### config.mk
export PLATFORM = sky130hd
export DESIGN_NAME = mmio_uart_tx_flat
export DESIGN_NICKNAME = d
export VERILOG_FILES = /design/src/rtl/uart_pkg.sv /design/src/rtl/mmio_uart_tx_if.sv /design/src/rtl/sync_fifo.sv /design/src/rtl/mmio_uart_tx.sv /design/src/flat_wrapper.sv
export SDC_FILE = /design/constraint.sdc
export NUM_CORES = 1
export LEC_CHECK = 0
export BUFFER_PORTS_ARGS = -buffer_cell sky130_fd_sc_hd__buf_4
export CAP_MARGIN = 40
export CORE_AREA = 4 4 136 138
export CTS_BUF_LIST = sky130_fd_sc_hd__clkbuf_16
export DETAILED_ROUTE_END_ITERATION = 16
export DIE_AREA = 0 0 140 142
export PLACE_DENSITY = 0.57
export SLEW_MARGIN = 20
export SYNTH_ARGS = -nofsm -noshare
export SYNTH_HDL_FRONTEND = slang
export SYNTH_HIERARCHICAL = 1
export SYNTH_SLANG_ARGS = --single-unit
export TNS_END_PERCENT = 30
### constraint.sdc
create_clock -name clk -period 3.6 [get_ports clk]
set_input_delay 0.36 -clock clk [delete_from_list [all_inputs] [get_ports clk]]
set_output_delay 0.36 -clock clk [all_outputs]
set_load 0.05 [all_outputs]
### src/rtl/uart_pkg.sv
// Shared constants for the memory-mapped UART transmitter: register offsets,
// STATUS bit positions, divider width and the serializer state encoding (UART_TX_PARITY_EN adds PARITY).
package uart_pkg;

  localparam logic [1:0] OFF_TXDATA  = 2'd0;
  localparam logic [1:0] OFF_STATUS  = 2'd1;
  localparam logic [1:0] OFF_BAUDDIV = 2'd2;

  localparam int ST_BUSY    = 0;
  localparam int ST_FULL    = 1;
  localparam int ST_EMPTY   = 2;
  localparam int ST_OVF     = 3;
  localparam int ST_CNT_LSB = 4;

  localparam int DIV_W = 16;

  typedef enum logic [2:0] {
    S_IDLE   = 3'd0,
    S_START  = 3'd1,
    S_DATA   = 3'd2,
`ifdef UART_TX_PARITY_EN
    S_PARITY = 3'd3,
`endif
    S_STOP   = 3'd4
  } uart_state_e;

endpackage

### src/rtl/mmio_uart_tx_if.sv
// CPU data-bus view of the UART window: write strobe, address and data in,
// combinational read data and window hit out.
interface mmio_uart_tx_if;
  logic        we;
  logic [31:0] a;
  logic [31:0] wd;
  logic [31:0] rd;
  logic        hit;

  modport master (output we, a, wd, input rd, hit);
  modport slave  (input we, a, wd, output rd, hit);
endinterface

### src/rtl/sync_fifo.sv
// Single-clock FIFO; the caller only pushes when not full or when popping in the same cycle.
module sync_fifo #(
    parameter int WIDTH = 8,
    parameter int DEPTH = 8
) (
    input  logic                     clk,
    input  logic                     rst,
    input  logic                     push_i,
    input  logic [WIDTH-1:0]         data_i,
    input  logic                     pop_i,
    output logic [WIDTH-1:0]         data_o,
    output logic                     full_o,
    output logic                     empty_o,
    output logic [$clog2(DEPTH):0]   count_o
);
    localparam int AW = $clog2(DEPTH);
    localparam int CW = AW + 1;

    logic [WIDTH-1:0] mem_q [DEPTH];
    logic [AW-1:0]    wr_ptr_q, rd_ptr_q;
    logic [CW-1:0]    count_q;

    always_ff @(posedge clk or posedge rst) begin
        if (rst) begin
            wr_ptr_q <= '0;
            rd_ptr_q <= '0;
            count_q  <= '0;
        end else begin
            if (push_i) wr_ptr_q <= wr_ptr_q + AW'(1);
            if (pop_i)  rd_ptr_q <= rd_ptr_q + AW'(1);
            count_q <= count_q + CW'(push_i) - CW'(pop_i);
        end
    end

    always_ff @(posedge clk) begin
        if (push_i) mem_q[wr_ptr_q] <= data_i;
    end

    assign data_o  = mem_q[rd_ptr_q];
    assign count_o = count_q;
    assign full_o  = (count_q == CW'(DEPTH));
    assign empty_o = (count_q == '0);
endmodule

### src/rtl/mmio_uart_tx.sv
// Memory-mapped UART transmitter: bus decode, TX FIFO and 8N1 serializer
// (8E1 when UART_TX_PARITY_EN is defined).
module mmio_uart_tx
  import uart_pkg::*;
#(
    parameter logic [31:0] BASE_ADDR   = 32'h0000_0100,
    parameter int          FIFO_DEPTH  = 8,
    parameter logic [15:0] DEFAULT_DIV = 16'd434
) (
    input  logic            clk,
    input  logic            rst,
    mmio_uart_tx_if.slave   bus,
    output logic            tx,
    output logic            irq,
    output uart_state_e     dbg_state_o
);
    localparam int CW = $clog2(FIFO_DEPTH) + 1;

    uart_state_e      state_q, state_d;
    logic [DIV_W-1:0] cnt_q, cnt_d, div_lat_q, div_lat_d, baud_q, baud_d;
    logic [7:0]       shift_q, shift_d;
    logic [2:0]       bit_q, bit_d;
    logic             par_q, par_d, tx_q, tx_d, irq_q, irq_d, ovf_q, ovf_d;

    logic [7:0]    fifo_data;
    logic [CW-1:0] fifo_count, cnt_next;
    logic          fifo_full, fifo_empty;
    logic          wr, push, push_ok, pop, load, bit_end;
    logic [1:0]    off;
    logic [3:0]    cnt4;
    logic [31:0]   cnt32;
    logic          unused_bits;

    assign off         = bus.a[3:2];
    assign bus.hit     = (bus.a[31:4] == BASE_ADDR[31:4]);
    assign wr          = bus.we & bus.hit;
    assign push        = wr && (off == OFF_TXDATA);
    assign push_ok     = push && (!fifo_full || pop);
    assign bit_end     = (cnt_q == DIV_W'(1));
    assign unused_bits = ^{bus.a[1:0], bus.wd[31:16]};

    sync_fifo #(.WIDTH(8), .DEPTH(FIFO_DEPTH)) u_fifo (
        .clk     (clk),
        .rst     (rst),
        .push_i  (push_ok),
        .data_i  (bus.wd[7:0]),
        .pop_i   (pop),
        .data_o  (fifo_data),
        .full_o  (fifo_full),
        .empty_o (fifo_empty),
        .count_o (fifo_count)
    );

    // Count field saturates at 15 so deeper FIFOs still fit the 4-bit STATUS slot.
    assign cnt32 = 32'(fifo_count);
    assign cnt4  = (cnt32 > 32'd15) ? 4'hF : cnt32[3:0];

    always_comb begin
        bus.rd = '0;
        if (bus.hit) begin
            case (off)
                OFF_STATUS: begin
                    bus.rd[ST_BUSY]               = (state_q != S_IDLE);
                    bus.rd[ST_FULL]               = fifo_full;
                    bus.rd[ST_EMPTY]              = fifo_empty;
                    bus.rd[ST_OVF]                = ovf_q;
                    bus.rd[ST_CNT_LSB+3:ST_CNT_LSB] = cnt4;
                end
                OFF_BAUDDIV: bus.rd[DIV_W-1:0] = baud_q;
                default:     bus.rd = '0;
            endcase
        end
    end

    always_comb begin
        state_d   = state_q;
        cnt_d     = cnt_q;
        div_lat_d = div_lat_q;
        shift_d   = shift_q;
        bit_d     = bit_q;
        par_d     = par_q;
        tx_d      = tx_q;
        load      = 1'b0;
        if (state_q != S_IDLE) cnt_d = bit_end ? div_lat_q : cnt_q - DIV_W'(1);
        case (state_q)
            S_IDLE:  load = !fifo_empty;
            S_START: if (bit_end) begin
                state_d = S_DATA;
                tx_d    = shift_q[0];
                shift_d = shift_q >> 1;
                bit_d   = 3'd0;
            end
            S_DATA: if (bit_end) begin
                if (bit_q == 3'd7) begin
`ifdef UART_TX_PARITY_EN
                    state_d = S_PARITY;
                    tx_d    = par_q;
`else
                    state_d = S_STOP;
                    tx_d    = 1'b1;
`endif
                end else begin
                    bit_d   = bit_q + 3'd1;
                    tx_d    = shift_q[0];
                    shift_d = shift_q >> 1;
                end
            end
`ifdef UART_TX_PARITY_EN
            S_PARITY: if (bit_end) begin
                state_d = S_STOP;
                tx_d    = 1'b1;
            end
`endif
            S_STOP: if (bit_end) begin
                if (!fifo_empty) load = 1'b1;
                else             state_d = S_IDLE;
            end
            default: begin
                state_d = S_IDLE;
                tx_d    = 1'b1;
            end
        endcase
        // Frame start: divisor is captured here so BAUDDIV writes only affect later frames.
        if (load) begin
            state_d   = S_START;
            shift_d   = fifo_data;
            par_d     = ^fifo_data;
            div_lat_d = baud_q;
            cnt_d     = baud_q;
            tx_d      = 1'b0;
        end
    end

    assign pop = load;

    always_comb begin
        ovf_d = ovf_q;
        if (wr && (off == OFF_STATUS) && bus.wd[ST_OVF]) ovf_d = 1'b0;
        if (push && fifo_full && !pop)                   ovf_d = 1'b1;
        baud_d = baud_q;
        if (wr && (off == OFF_BAUDDIV))
            baud_d = (bus.wd[DIV_W-1:0] == '0) ? DIV_W'(1) : bus.wd[DIV_W-1:0];
        cnt_next = fifo_count + CW'(push_ok) - CW'(pop);
        irq_d    = (state_d == S_IDLE) && (cnt_next == '0);
    end

    always_ff @(posedge clk or posedge rst) begin
        if (rst) begin
            state_q   <= S_IDLE;
            cnt_q     <= DIV_W'(1);
            div_lat_q <= DEFAULT_DIV;
            baud_q    <= DEFAULT_DIV;
            shift_q   <= '0;
            bit_q     <= '0;
            par_q     <= 1'b0;
            tx_q      <= 1'b1;
            irq_q     <= 1'b1;
            ovf_q     <= 1'b0;
        end else begin
            state_q   <= state_d;
            cnt_q     <= cnt_d;
            div_lat_q <= div_lat_d;
            baud_q    <= baud_d;
            shift_q   <= shift_d;
            bit_q     <= bit_d;
            par_q     <= par_d;
            tx_q      <= tx_d;
            irq_q     <= irq_d;
            ovf_q     <= ovf_d;
        end
    end

    assign tx          = tx_q;
    assign irq         = irq_q;
    assign dbg_state_o = state_q;
endmodule

### src/flat_wrapper.sv
// flat-port wrapper written by rule: the top's interface ports become plain ports
module mmio_uart_tx_flat import uart_pkg::*;
#(
    parameter logic [31:0] BASE_ADDR   = 32'h0000_0100,
    parameter int          FIFO_DEPTH  = 8,
    parameter logic [15:0] DEFAULT_DIV = 16'd434
)
  (clk, rst, tx, irq, dbg_state_o, bus_we, bus_a, bus_wd, bus_rd, bus_hit);
  mmio_uart_tx_if bus_i ();
  input  logic clk;
  input  logic rst;
  output logic tx;
  output logic irq;
  output uart_state_e dbg_state_o;
  input wire logic [$bits(bus_i.we)-1:0] bus_we;
  input wire logic [$bits(bus_i.a)-1:0] bus_a;
  input wire logic [$bits(bus_i.wd)-1:0] bus_wd;
  output wire logic [$bits(bus_i.rd)-1:0] bus_rd;
  output wire logic [$bits(bus_i.hit)-1:0] bus_hit;
  assign bus_i.we = bus_we;
  assign bus_i.a = bus_a;
  assign bus_i.wd = bus_wd;
  assign bus_rd = bus_i.rd;
  assign bus_hit = bus_i.hit;
  mmio_uart_tx #(.BASE_ADDR(BASE_ADDR), .FIFO_DEPTH(FIFO_DEPTH), .DEFAULT_DIV(DEFAULT_DIV)) u_core (.clk(clk), .rst(rst), .bus(bus_i), .tx(tx), .irq(irq), .dbg_state_o(dbg_state_o));
endmodule
==> results_dict.tcl <==
set metrics [dict create \
    ys_warn_count 6 \
    drtIter0Drc 355 \
    worstPathMaxFanout 5 \
    arrival_ns 3.68 \
    min_from "bus_wd[9]" \
    first_global_vias 4770 \
    irDropWorstVdd_v 0.000341 \
    synthToLayoutAreaGrowth_pct 20.6 \
    drv_slew 0 \
    crit_slowest_cell "dfstp_2" \
    synth_cells 549 \
    h-tree-depth 4 \
    clockRootBuffer "clkbuf_16" \
    io_pins 105 \
    finalCriticalPeriod_ns 3.36 \
    layout.cells.non_filler 877 \
    worstHoldPathType "in2reg" \
    diodes 0 \
    start_kind "register" \
    nFillCells 1558 \
    critPathLaunch "u_core/cnt_q[0]$_DFFE_PP1P_" \
    switching_share 0.214 \
    power_frac_seq 0.495 \
    cts_tree "done" \
    synth.yosys.seq_area_share 0.558 \
    rsz0062_at_grt "no" \
    wl_um 15800 \
    pwr-share-clk 0.467 \
    place_area_sq_mm 0.00767 \
    dp_hpwl_um 11100 \
    gr-total-overflow 0 \
    numCtsBuffers 17 \
    setup_ws_ns 0.243 \
    cts_sinks 139 \
    period_share 0.933 \
    skew_ns 0.0124 \
    cpMostUsedCell "ha_1" \
    synth_edf_count 64 \
    crit_type "reg2reg" \
    ys_types 54 \
    avgSynthCellArea_sq_um 12.5 \
    drv_cap 0 \
    end_kind "register" \
    leakage_uw 0.00355 \
    grt_usage 0.165 \
    slew_headroom 0.475 \
    tns_ns 0 \
    synthArstFlopShare 0.540 \
    drive_gt1_frac 0.273 \
    power_density_mw_per_mm2 407 \
    die_w_um 140 \
    vias_per_cell 5.30 \
    outcome "complete, no violations" \
    p_sw_uw 720 \
    drc 0 \
    insertion_delay_ns 0.42 \
    final_nets 727 \
    finalHoldViolations 0 \
    die_h_um 142 \
    core_sq_mm 0.0172 \
    cts_buffer_depth 2 \
    p_comb_frac 0.038 \
    crit_required_ns 3.92 \
    final_area_sq_mm 0.00825 \
    post_drt_wl_per_cell_um 18.0 \
    r2r_start "u_core/cnt_q[0]$_DFFE_PP1P_" \
    fmax_mhz 298 \
    layout_commonest_cell "buf_4" \
    slowest_delay_ns 0.56 \
    gp_congestion 0.832 \
    synthesis.area_sq_mm 0.00684 \
    final-setup-viol-count 0 \
    crit_chain "ha_1 -> nor4b_4 -> and4_1 -> o21ai_2 -> nand2_1 -> nand2b_1 -> ha_1 -> inv_1 -> ha_1 -> inv_1 -> fa_1 -> nor2b_1 -> o221ai_1 -> a21oi_1 -> nand2_1 -> nor4bb_2" \
    place_inst 844 \
    grt_max_degree 45 \
    tightest_slew_ns 0.788 \
    dieArea_sq_mm 0.0199 \
    final_cell_mix "buf_4 (98), nand2_1 (65), edfxtp_1 (64)" \
    port_buffers 70 \
    p_int_uw 2640 \
    vias 4647 \
    initial_core_util 0.398 \
    ant_nets 0 \
    post_cts_buffers 0 \
    synth_flop_cell "edfxtp_1" \
    dp_slack_ns 0.142 \
    antenna_found_initial 0 \
    clk_pin_slew_worst_paths_ns 0.06 \
    row_count 48 \
    ys_ff_latch 139 \
    grt_pass1_wl_um 25700 \
    firstDrtPassIters 4 \
]
==> synth_stat cells (3+ instances only) <==
| cell type | n | area, sq um |
|---|---|---|
| nand2_1 | 65 | 244 |
| nand2b_1 | 6 | 37.5 |
| buf_6 | 4 | 45.0 |
| o21ai_0 | 5 | 25.0 |
| nor2_1 | 31 | 116 |
| xor2_1 | 6 | 52.6 |
| dfrtp_1 | 62 | 1550 |
| buf_4 | 16 | 120 |
| edfxtp_1 | 64 | 1920 |
| ha_1 | 19 | 238 |
| a22o_1 | 8 | 70.1 |
| xnor2_1 | 9 | 78.8 |
| o211ai_1 | 3 | 22.5 |
| nand4_1 | 4 | 25.0 |
| dfstp_2 | 13 | 342 |
| and3_1 | 11 | 68.8 |
| nand3_1 | 7 | 35.0 |
| buf_2 | 8 | 40.0 |
| clkbuf_1 | 15 | 56.3 |
| nor4_1 | 21 | 131 |
| a21o_1 | 10 | 75.1 |
| mux4_1 | 16 | 420 |
| a22oi_1 | 7 | 52.6 |
| nor3_1 | 15 | 75.1 |
| inv_1 | 23 | 86.3 |
| or3_1 | 4 | 25.0 |
| and2_1 | 4 | 25.0 |
| mux2_2 | 27 | 304 |
| a21oi_1 | 14 | 70.1 |
| a221o_1 | 13 | 130 |
| a211oi_1 | 8 | 60.1 |
| or4_1 | 4 | 30.0 |
==> registers in the layout (all words and copies together), names as in the netlist <==
name,count
u_core/div_lat_q,16
u_core/irq,1
u_core/bit_q,3
u_core/cnt_q,16
u_core/tx,1
u_core/u_fifo/wr_ptr_q,3
u_core/ovf_q,1
u_core/dbg_state_o,3
u_core/u_fifo/count_o,4
u_core/u_fifo/rd_ptr_q,3
u_core/shift_q,8
u_core/u_fifo/mem_q,64
u_core/baud_q,16
==> timing repair <==
action / CTS / global route
endpoints found under the setup margin: 0 / 1
hold endpoints to repair: 10 / 0
gates resized for setup: 0 / 5
hold buffers: 1 / 0
==> cells by family after synthesis <==
family                     share of synthesized area
AOI/OAI and AO/OA                             0.0860
buffers and inverters                         0.0549
and+or+nand+nor                                0.135
DFF                                            0.558
other                                       0.000548
adders and majority gates                     0.0406
xor gates and xnor gates                      0.0192
muxes                                          0.106
==> path summary, 6_finish.rpt <==
check / to / slack, ns / depth (start not counted)
max: u_core/irq$_DFF_PP1_ / 0.24 / 16
min: u_core/baud_q[9]$_DFFE_PP0P_ / 0.19 / 2
max reg2reg: u_core/irq$_DFF_PP1_ / 0.24 / 16
min reg2reg: u_core/div_lat_q[4]$_DFFE_PP1P_ / 0.46 / 2
max in group asynchronous: u_core/irq$_DFF_PP1_ / 2.41 / 5
min in group asynchronous: u_core/u_fifo/count_o[0]$_DFF_PP0_ / 0.50 / 3
==> worst max-delay path: cells and delay by family, from the launching register on <==
| family | cells | cell delay, ns |
|---|---|---|
| compound gates | 3 | 0.33 |
| simple gates | 7 | 1.16 |
| buf+inv | 2 | 0.11 |
| flops | 1 | 0.56 |
| fa+ha+maj | 4 | 1.08 |
==> power by group through the flow <==
stage,registers [uW],clock network (uW),logic (uW)
finish,1660,1570,128
global placement,1690,0,124
floorplan,1690,0,72.7
CTS,1660,1610,130
detailed placement,1690,0,129
global route,1660,1690,140
==> stage by stage <==
step	hold slack (ns)	total power (uW)	util
global route	0.185	3490	0.480
finish	0.192	3360	0.480
floorplan	0.200	1770	-
detailed placement	0.387	1820	0.447
CTS	0.173	3400	0.478
global placement	0.386	1820	0.444
==> cell type report <==
type                       instances  area (sq um)  share of cell area
multi-input combinational        356          2740               0.333
inverter                          24          90.1              0.0109
clock buffer                      17           425              0.0516
timing repair buffer             101           781              0.0947
tap                              225           282              0.0341
clock inverter                    15           111              0.0135
sequential                       139          3810               0.463
==> routing by layer <==
metal,track usage,share of wire,wire (um),vias up
li1,-,-,-,2198
met1,0.232,0.48,7510,2302
met2,0.255,0.46,7280,129
met3,0.0383,0.046,722,18
met4,0.0571,0.017,276,0
met5,0,0,0,-
Note: power is estimated with default switching activity, not from simulation.
